--- config.mk ---
export PLATFORM = sky130hd
export DESIGN_NAME = spi_rx_master
export DESIGN_NICKNAME = d
export VERILOG_FILES = /design/src/rtl/spi_rx_pkg.sv /design/src/rtl/spi_phase_timer.sv /design/src/rtl/spi_rx_master.sv
export SDC_FILE = /design/constraint.sdc
export NUM_CORES = 1
export LEC_CHECK = 0
export BUFFER_PORTS_ARGS = -buffer_cell sky130_fd_sc_hd__buf_2
export CORE_MARGIN = 2
export CORE_UTILIZATION = 51
export CTS_BUF_LIST = sky130_fd_sc_hd__clkbuf_2
export CTS_CLUSTER_DIAMETER = 30
export CTS_CLUSTER_SIZE = 8
export DETAILED_ROUTE_END_ITERATION = 8
export GPL_ROUTABILITY_DRIVEN = 0
export PLACE_DENSITY = 0.72
export RECOVER_POWER = 100
export SYNTH_ARGS = -nofsm -noshare
export SYNTH_HDL_FRONTEND = slang
export SYNTH_SLANG_ARGS = --single-unit
--- constraint.sdc ---
create_clock -name clk -period 1.65 [get_ports clk]
set_clock_uncertainty 0.1 [all_clocks]
set_input_delay 0.0825 -clock clk [delete_from_list [all_inputs] [get_ports clk]]
set_output_delay 0.0825 -clock clk [all_outputs]
set_load 0.05 [all_outputs]
--- src/rtl/spi_rx_pkg.sv ---
// Shared types and constants for the read-only SPI master.
package spi_rx_pkg;

  localparam int unsigned SPI_WORD_BITS = 32;
  localparam int unsigned SPI_DIV_W     = 8;
  localparam int unsigned SPI_BIT_CNT_W = 6;

  typedef enum logic [2:0] {
    IDLE,
    SETUP,
    HIGH,
    LOW,
    HOLD,
    GAP
  } spi_rx_state_t;

endpackage

--- src/rtl/spi_phase_timer.sv ---
// Phase timer: pulses phase_done once every CLK_DIV cycles; load restarts the phase.
module spi_phase_timer
  import spi_rx_pkg::*;
#(
  parameter int unsigned CLK_DIV = 2
) (
  input  logic clk,
  input  logic rst,
  input  logic load,
  output logic phase_done
);

  localparam logic [SPI_DIV_W-1:0] LastCnt = SPI_DIV_W'(CLK_DIV - 1);

  logic [SPI_DIV_W-1:0] div_q;

  assign phase_done = (div_q == LastCnt);

  // Count 0..CLK_DIV-1 and wrap, so consecutive phases chain without a gap cycle.
  always_ff @(posedge clk) begin
    if (rst || load) begin
      div_q <= '0;
    end else if (phase_done) begin
      div_q <= '0;
    end else begin
      div_q <= div_q + 8'd1;
    end
  end

endmodule

--- src/rtl/spi_rx_master.sv ---
// Read-only SPI master, mode 0, MSB first, fixed 32-bit word.
module spi_rx_master
  import spi_rx_pkg::*;
#(
  parameter int unsigned CLK_DIV = 2
) (
  input  logic        clk,
  input  logic        rst,
  input  logic        spi_ena,
  input  logic        miso,
  output logic        sclk,
  output logic        cs_n,
  output logic        spi_not_busy,
  output logic [31:0] spi_rx_data
);

  spi_rx_state_t              state_q;
  logic [SPI_WORD_BITS-1:0]   shift_q;
  logic [SPI_BIT_CNT_W-1:0]   bit_cnt_q;
  logic                       phase_done;

  // Timer is held cleared while idle so the first SETUP cycle starts at count 0.
  spi_phase_timer #(
    .CLK_DIV(CLK_DIV)
  ) u_timer (
    .clk       (clk),
    .rst       (rst),
    .load      (state_q == IDLE),
    .phase_done(phase_done)
  );

  // Transaction FSM with registered outputs, shift register and bit counter.
  always_ff @(posedge clk) begin
    if (rst) begin
      state_q      <= IDLE;
      shift_q      <= '0;
      bit_cnt_q    <= '0;
      sclk         <= 1'b0;
      cs_n         <= 1'b1;
      spi_not_busy <= 1'b1;
      spi_rx_data  <= '0;
    end else begin
      unique case (state_q)
        IDLE: begin
          if (spi_ena) begin
            state_q      <= SETUP;
            cs_n         <= 1'b0;
            spi_not_busy <= 1'b0;
            shift_q      <= '0;
            bit_cnt_q    <= '0;
          end
        end
        SETUP: begin
          if (phase_done) begin
            state_q <= HIGH;
            sclk    <= 1'b1;
          end
        end
        HIGH: begin
          if (phase_done) begin
            shift_q   <= {shift_q[SPI_WORD_BITS-2:0], miso};
            bit_cnt_q <= bit_cnt_q + 6'd1;
            sclk      <= 1'b0;
            if (bit_cnt_q == SPI_BIT_CNT_W'(SPI_WORD_BITS - 1)) begin
              state_q <= HOLD;
            end else begin
              state_q <= LOW;
            end
          end
        end
        LOW: begin
          if (phase_done) begin
            state_q <= HIGH;
            sclk    <= 1'b1;
          end
        end
        HOLD: begin
          if (phase_done) begin
            state_q     <= GAP;
            cs_n        <= 1'b1;
            spi_rx_data <= shift_q;
          end
        end
        GAP: begin
          if (phase_done) begin
            state_q      <= IDLE;
            spi_not_busy <= 1'b1;
          end
        end
        default: state_q <= IDLE;
      endcase
    end
  end

endmodule

# Word level (Yosys, flattened, before mapping)
# Cells that the tools add are included.
# W data, S select, Z words.
# classes
n_mux,19
n_addsub,2
eq_ne,12
reduce_logical,14
# ops
operator,count
$mux W32,2
$pmux W32 S2,1
$mux W3,6
$pmux W3 S5,1
$mux W6,2
$pmux W6 S2,1
$reduce_and A3 Y1,4
$add A8 B1 Y8 const B,1
$eq A8 B1 Y1 const B,1
$ne A2 B2 Y1 const B,4
$reduce_bool A2 Y1,4
$add A6 B1 Y6 const B,1
$eq A3 B2 Y1 const B,2
$eq A3 B3 Y1 const B,2
$eq A6 B5 Y1 const B,1
$pmux W1 S2,3
$reduce_and A5 Y1,1
$reduce_or A2 Y1,2
$eq A3 B1 Y1 const B,1
$logic_not A3 Y1,1
$mux W1,3
$ne A2 B1 Y1 const B,1
$reduce_and A2 Y1,1
$logic_or A1 B1 Y1,1
# word_totals
register_bits,84
in_bits,4
out_inout_bits,35
wordCells,55

# Depth between registers and ports, before layout
# Gate-level depths: netlist of run 1.
# depth
ltp_word,4
ltp_mapped,8
ltp_nobuf,6

# Hierarchy
# Synthesis of run 1 repeated with hierarchy kept, for this count alone.
# hier_totals
cells_unflattened,396
hier_area_um2,3254.4
# by_module_without_submodules
module,area_each_um2,seq_area_each_um2,instances,cells_per_inst
spi_rx_master,2885.3,1521.5,1,357
spi_phase_timer,369.1,160.2,1,39

# Worst setup path after synthesis of run 1
# No wires, ideal clock.
# synth_timing
path_kind,reg2reg
from,reg u_timer.div_q[0]
to,reg shift_q[10]
required_time_ns,1.422
synth_period_minus_slack_ns,1.748
arrival_time_ns,1.520
n_path_buf,2
setup_ns,0.128
path_stages_with_launch,8
path_slack_ns,-0.098
path_cell_list,dfxtp_1 > ha_1 > nor4b_4 > a32oi_1 > buf_2 > buf_6 > nand3b_1 > o21ai_1
# synth_between
elab_chain_len,3
# synth_rtl
item,line_no,text
"start, declared",spi_phase_timer.sv:15,logic [SPI_DIV_W-1:0] div_q;
"start signal, assigned",spi_phase_timer.sv:26,div_q <= div_q + 8'd1;
$eq A8 B1 Y1,spi_phase_timer.sv:17,assign phase_done = (div_q == LastCnt);
$ne A2 B2 Y1 (no line),--,
$reduce_and A3 Y1 (no line),--,
"end signal, assigned",spi_rx_master.sv:61,"shift_q <= {shift_q[SPI_WORD_BITS-2:0], miso};"
"end, declared",spi_rx_master.sv:18,logic [SPI_WORD_BITS-1:0] shift_q;
# No other way between the ends.
# A chain may end at the register's enable or synchronous reset.

# Worst setup path after layout of run 1
# layout_timing
from,reg u_timer.div_q[1]
to,reg shift_q[20]
# The elaborated chain is that of the path after synthesis.

==> results of run 1 <==
==> sequential cells by signal, indices dropped and copies added, names as in the netlist <==
register	cells
cs_n	1
shift_q	32
u_timer.div_q	8
sclk	1
state_q	3
spi_rx_data	32
bit_cnt_q	6
spi_not_busy	1
==> metrics by stage <==
stage                     util, %  power, W  TNS, ps
after floorplan                 -  0.002334   -423.9
after global placement      58.88  0.002435   -75.68
after detailed placement    58.88  0.002441    -1327
after CTS                   63.00  0.003715   -270.1
after global routing        65.00  0.003862    -5516
final                       65.00  0.003710   -573.7
==> synthesized netlist by cell type, drive strengths merged <==
cell type / count
dfxtp: 84
nor2: 42
nand2: 39
nand3b: 35
o21ai: 34
mux2i: 32
buf: 13
clkbuf: 12
nand3: 12
a21oi: 9
xor2: 5
and3: 3
ha: 3
nand2b: 3
nand4: 3
or3: 3
a211oi: 2
nor2b: 2
nor3: 2
nor3b: 2
o211ai: 2
a21bo: 1
a2bb2oi: 1
a32oi: 1
and2: 1
and3b: 1
inv: 1
nand4b: 1
nor4b: 1
o21a: 1
o21bai: 1
o31ai: 1
or2: 1
xnor2: 1
==> routing by layer <==
metal / up-vias / GRT usage, % / wire length (um)
li1: 1336 / - / -
met1: 1253 / 24.58 / 3227
met5: - / 0 / 0
met3: 10 / 3.835 / 228
met2: 45 / 30.14 / 3452
met4: 0 / 7.792 / 80
==> cells in the final DEF, fill, tap and decap left out, types with 2 or more instances in the layout <==
master	n
dfxtp_1	81
clkbuf_2	45
nand2_1	39
nor2_1	36
nand3b_1	35
mux2i_1	30
o21ai_1	26
buf_4	17
nand3_1	11
a21oi_1	7
o21ai_0	6
xor2_1	5
nor2_2	5
buf_6	4
nand4_1	3
and3_1	3
nand2b_1	3
clkbuf_16	3
dlygate4sd3_1	3
buf_2	3
buf_12	3
dfxtp_2	3
nor3b_2	2
o21ai_2	2
o211ai_1	2
or3_1	2
a21oi_2	2
mux2i_2	2
a211oi_2	2
ha_1	2
bufinv_16	2
clkinv_2	2
buf_8	2
==> final cells by class <==
| type | instances | share of cell area [%] |
|---|---|---|
| Tap cell | 77 | 2.348 |
| Clock inverter | 6 | 2.134 |
| Multi-Input combinational cell | 245 | 39.54 |
| Inverter | 1 | 0.09146 |
| Clock buffer | 10 | 1.220 |
| Timing Repair Buffer | 70 | 13.60 |
| Sequential cell | 84 | 41.07 |
==> report_power, final <==
group	switching (W)	internal, W	leakage [nW]
clock	0.000700	0.000512	0.0863
combinational	0.000237	0.000185	0.998
sequential	0.0000223	0.00206	0.679
total	0.000959	0.00275	1.76
==> path summary, 6_finish.rpt <==
path	slack, ps	endpoint	start	cells after the start
worst min-delay path	210	shift_q[0]	miso	4
worst min register to register	380	shift_q[4]	shift_q[3]	2
worst max register to register	-50	shift_q[20]	u_timer.div_q[1]	9
worst max-delay path	-50	shift_q[20]	u_timer.div_q[1]	9
==> critical path, cell delays in order (launching register included) <==
cell and delay [ps]:
dfxtp_2 390, inv_2 40, ha_4 140, nor4b_4 120, buf_6 130, a32oi_4 200
buf_6 180, buf_12 140, nand3b_1 90, o21ai_1 90
==> repair_timing <==
action	in CTS	in global routing
setup buffers	4	0
hold buffers	3	0
setup endpoints to repair	69	82
resized for setup	8	28
endpoints found under the hold margin	13	0
gates cloned	1	4
pin swaps	4	19
==> logic make-up (layout without fill, tap and decap cells) <==
logic type	Yosys count	count (layout)	synth area share, %
flops	84	84	50.62
compound gates	53	53	8.889
simple gates	151	151	24.33
xor+xnor	6	6	1.582
mux	32	32	9.642
fa+ha+maj	3	3	1.130
buf+inv	26	87	3.804
==> metrics.md, run 1 <==
| Metric | Value |
|---|---|
| Outcome | finished with violations |
| Violated checks | negative setup slack |
| Post-DR vias/cell | roughly 5.4 |
| Htree depth | 3 |
| Syn Nets | 362 |
| Root Driver | clkbuf_2 |
| Maximum operating frequency | ~590 MHz |
| Seq/Total Area, Yosys | about 51% |
| Residual DRC count | 0 |
| Layout Cells excl Fill | between 400 and 500 |
| Final-layout fill cell count | about 540 |
| Worst EP required | slightly above 2000 ps |
| Rows | 29 |
| DIE AREA | slightly above 7000 um^2 |
| Drt initial violations | about 130 |
| CTS tree | yes |
| Final setup margin | -54.61 ps |
| Final Hold Viols | 0 |
| Slew Viols, Final | 0 |
| Largest net degree at the start of global routing | 35 |
| Tmin final | 1705 ps |
| Vias in the first global route | roughly 2400 |
| Final-stage net count | around 420 |
| Area occupied by multi-input gates | 1623 um^2 |
| Wire length per cell | about 14 um |
| CP max FO | 15 |
| Global-route wire length before repair | about 11000 um |
| Slew HR | 74.66% |
| Crit path capture type | register |
| WHS | between 200 and 250 ps |
| Num CTS Buffers | 9 |
| Period utilization | 103.3% |
| Critical Path AT | a little over 2000 ps |
| Clock Latency Late Sink | around 530 ps |
| Mapped Cells | 355 |
| Vias after detailed routing | roughly 2600 |
| Yosys top cell by area | dfxtp_1 |
| Post-DP Area | 3717 um^2 |
| Worst Setup Start Kind | register |
| Starting Density | 52.62% |
| Top-area cell type share of the netlist area | 50.62% |
| Final setup viols | 37 |
| RSZ-0062 raised after global routing | yes |
| Remaining Overflow, GRT | 0 |
| Min-delay worst type | in -> reg |
| Layout cells sized above 1 | between 20% and 30% |
| Post-DP HPWL | 4025 um |
| Synth cell types | 39 |
| Synth area leaders | dfxtp_1, mux2i_1, nand3b_1 |
| Worst slew pin tran | roughly 380 ps |
| DR pass1 iterations | 4 |
| Sequential Area | 1685 um^2 |
| Synthesis-to-layout area growth | 23.54% |
| Leak Pwr | approximately 1.8 nW |
| Final ANT Viol Nets | 0 |
| Die Span Y | roughly 85 um |
| CP Class | reg -> reg |
| Max-cap violations | 0 |
| Syn avg cell area | about 9.4 um^2 |
| Initial antenna violation count | 0 |
| IO Count | 39 |
| Number of port buffers | 38 |
| CTS Buffer Depth | 2 |
| Total wire length | between 6000 and 7000 um |
| Maximum vdd drop | just over 0.5 mV |
| DIE WIDTH | 84.71 um |
| Fin area | 4104 um^2 |
| Sink Count | 84 |
| Diodes inserted | 0 |
| Total track usage | 18.72% |
| Clk pin slew, worst setup/hold paths | approximately 230 ps |
| Pre-CTS setup slack | -112.8 ps |
| Post-synthesis cell area | about 3300 um^2 |
| Yosys warns | 0 |
| Power density cells | roughly 900 nW/um^2 |
| Placed Instances | 466 |
| Core box area | 6314 um^2 |
| Seq cells post-synth | 84 |
No activity file was read; power rests on OpenSTA's default activity.
==> run 2, diff against run 1 <==
- CORE_UTILIZATION: 51 -> 35
- PLACE_DENSITY: 0.72 -> 0.52
- RECOVER_POWER: 100 -> 50
==> run 2 against run 1 <==
Against the previous run: the run still ends with negative setup slack left; fmax fell by 0.99%; critical path depth did not move; critical path type unchanged; combinational power rose by 24%; sequential share of layout area fell by 0.84 points; final area rose by 2.0%.
==> metrics.md, run 2 (same netlist as run 1, synthesis figures left out) <==
| Metric | Value |
|---|---|
| Hold path endpoint | shift_q[0] |
| Total wire length | 7237 um (+3.5%) |
| Sink Count | 84 (unchanged) |
| Worst Setup Start Kind | register |
| Outcome | finished with violations |
| CTS Buffer Depth | 2 (unchanged) |
| Number of port buffers | 38 (unchanged) |
| Largest net degree at the start of global routing | 39 (+11%) |
| CP bufs+invs | 4 (unchanged) |
| Post-DR vias/cell | 4.831 (-9.9%) |
| Layout cells sized above 1 | 26.60% (-0.32 points) |
| Worst EP required | 2010 ps (about the same) |
| Slew Viols, Final | 0 (unchanged) |
| IO Count | 39 (unchanged) |
| Period utilization | 104.3% (+1.0 points) |
| Clock Latency Late Sink | 540 ps (about the same) |
| Wire length per cell | 13.16 um (-7.2%) |
| Slew HR | 76.12% (+1.5 points) |
| Maximum vdd drop | 0.3728 mV (-26%) |
| Max stage delay cell, worst path | dfxtp_2 |
| Tmin final | 1722 ps (+16.98 ps) |
| Min-delay worst type | in -> reg |
| DIE WIDTH | 101.4 um (+20%) |
| Num CTS Buffers | 9 (unchanged) |
| Diodes inserted | 0 (unchanged) |
| Area occupied by multi-input gates | 1588 um^2 (-2.2%) |
| Vias in the first global route | 2338 (-2.4%) |
| R2r setup slk | -70 ps (-20 ps) |
| Residual DRC count | 0 (unchanged) |
| CTS tree | yes |
| Final Hold Viols | 0 (unchanged) |
| Most common cell after layout, fill and taps aside | dfxtp_1 |
| Die Span Y | 101.4 um (+20%) |
| Final setup viols | 37 (unchanged) |
| Initial antenna violation count | 0 (unchanged) |
| Global-route wire length before repair | 11240 um (+2.5%) |
| Maximum operating frequency | 580.9 MHz (-0.99%) |
| Clk pin slew, worst setup/hold paths | 240 ps (about the same) |
| Critical R2R Launch | u_timer.div_q[1] |
| RSZ-0062 raised after global routing | yes |
| Sequential Area | 1684 um^2 (about the same) |
| Htree depth | 3 (unchanged) |
| Max-cap violations | 0 (unchanged) |
| Worst slew pin tran | 358.2 ps (-21.84 ps) |
| Remaining Overflow, GRT | 0 (unchanged) |
| Post-DP HPWL | 4215 um (+4.7%) |
| Final-layout fill cell count | 909 (+67%) |
| Setup Total Neg Slack | -1119 ps (-545.0 ps) |
| Final setup margin | -71.59 ps (-16.98 ps) |
| CP top delay family | buffers and inverters |
| Total power | 0.003596 W (-3.1%) |
| Hold Startpoint | miso |
| CP Class | reg -> reg |
| DIE AREA | 10290 um^2 (+43%) |
| CP max FO | 6 (-9) |
| Total track usage | 13.71% (-5.0 points) |
| Leak Pwr | 1.797 nW (+2.0%) |
| Vias after detailed routing | 2657 (+0.49%) |
| Critical Path AT | 2080 ps (about the same) |
| Worst Hold Depth | 4 (unchanged) |
| Final ANT Viol Nets | 0 (unchanged) |
| Worst path max stage delay | 390 ps (about the same) |
| Crit path from | u_timer.div_q[1] |
| DR pass1 iterations | 5 (+1) |
| Reg-to-reg endpoint | shift_q[23] |
| Root Driver | clkbuf_2 |
| Rows | 35 (+21%) |
| Violated checks | negative setup slack |
| Commonest cells after routing, fill and taps aside | dfxtp_1, nand2_1, nor2_1, nand3b_1, clkbuf_2 |
| Core box area | 9240 um^2 (+46%) |
| Number of stages on the worst setup path | 9 (unchanged) |
| Pre-CTS setup slack | -30.37 ps (+82.46 ps) |
| Drt initial violations | 129 (+0.78%) |
| Starting Density | 35.95% (-17 points) |
| Power density cells | 858.9 nW/um^2 (-5.0%) |
| Final-stage net count | 423 (+1.2%) |
| Critical path, cell by cell | inv_2, ha_4, nor4b_4, buf_6, a32oi_4, buf_12, clkbuf_16, nand3b_1, o21ai_1 |
| Top flop regs | shift_q (32), spi_rx_data (32), u_timer.div_q (8) |
| Synthesis-to-layout area growth | 26.03% |
| R2R cell count | 9 (unchanged) |
| Crit path capture type | register |
[run 2: where the power goes]
group | total, W | internal (W) | switching (W)
registers | 0.00208 | 0.00206 | 0.0000204
clock network | 0.000996 | 0.000227 | 0.000769
logic | 0.000523 | 0.000257 | 0.000265
total | 0.00360 | 0.00254 | 0.00106
[run 2: metrics by stage]
step / cell area [um^2] / cells / util (%) / hold slack, ps
final: 4187 / 550 / 45.31 / 205.0
after global routing: 4187 / 550 / 45.31 / 171.0
after CTS: 3958 / 540 / 42.83 / 169.1
after detailed placement: 3790 / 519 / 41.02 / 251.4
after global placement: 3790 / 519 / 41.02 / 232.8
after floorplan: 3346 / 355 / - / 122.4
[run 2: worst max path at each step]
stage,end
finish,shift_q[23]
global route,bit_cnt_q[4]
CTS,bit_cnt_q[4]
detailed placement,bit_cnt_q[4]
global placement,u_timer.div_q[2]
floorplan,shift_q[10]
[run 2: what timing repair did]
item | CTS | global route
hold endpoints to repair | 80 | 0
hold buffers | 3 | 0
pin swaps | 4 | 9
endpoints found under the setup margin | 33 | 81
setup buffers | 2 | 3
resized for setup | 7 | 26
gates cloned | 0 | 8
[run 2: worst register-to-register path: cells and delay by family (launching register included)]
kind | cells | cell delay (ps)
AO/OA/AOI/OAI | 2 | 340
adder cells (fa/ha/maj) | 1 | 140
buffers and inverters | 4 | 510
flip-flops | 1 | 390
AND/OR/NAND/NOR | 2 | 190
[run 2: per-layer routing]
layer  vias up  part of all wire (%)  GRT usage (%)
met5         -                     0              0
met1      1251                    51          19.38
met4         0                   1.7          5.301
met3        10                   2.8          3.727
met2        52                    45          19.92
li1       1344                     -              -
[run 2: final cells by class]
class                      instances  share of cell area, %
inverter                           1                0.08966
timing repair buffer              75                  15.45
sequential                        84                  40.23
tap                              129                  3.855
clock buffer                       9                  1.076
clock inverter                     7                  1.375
multi-input combinational        245                  37.93
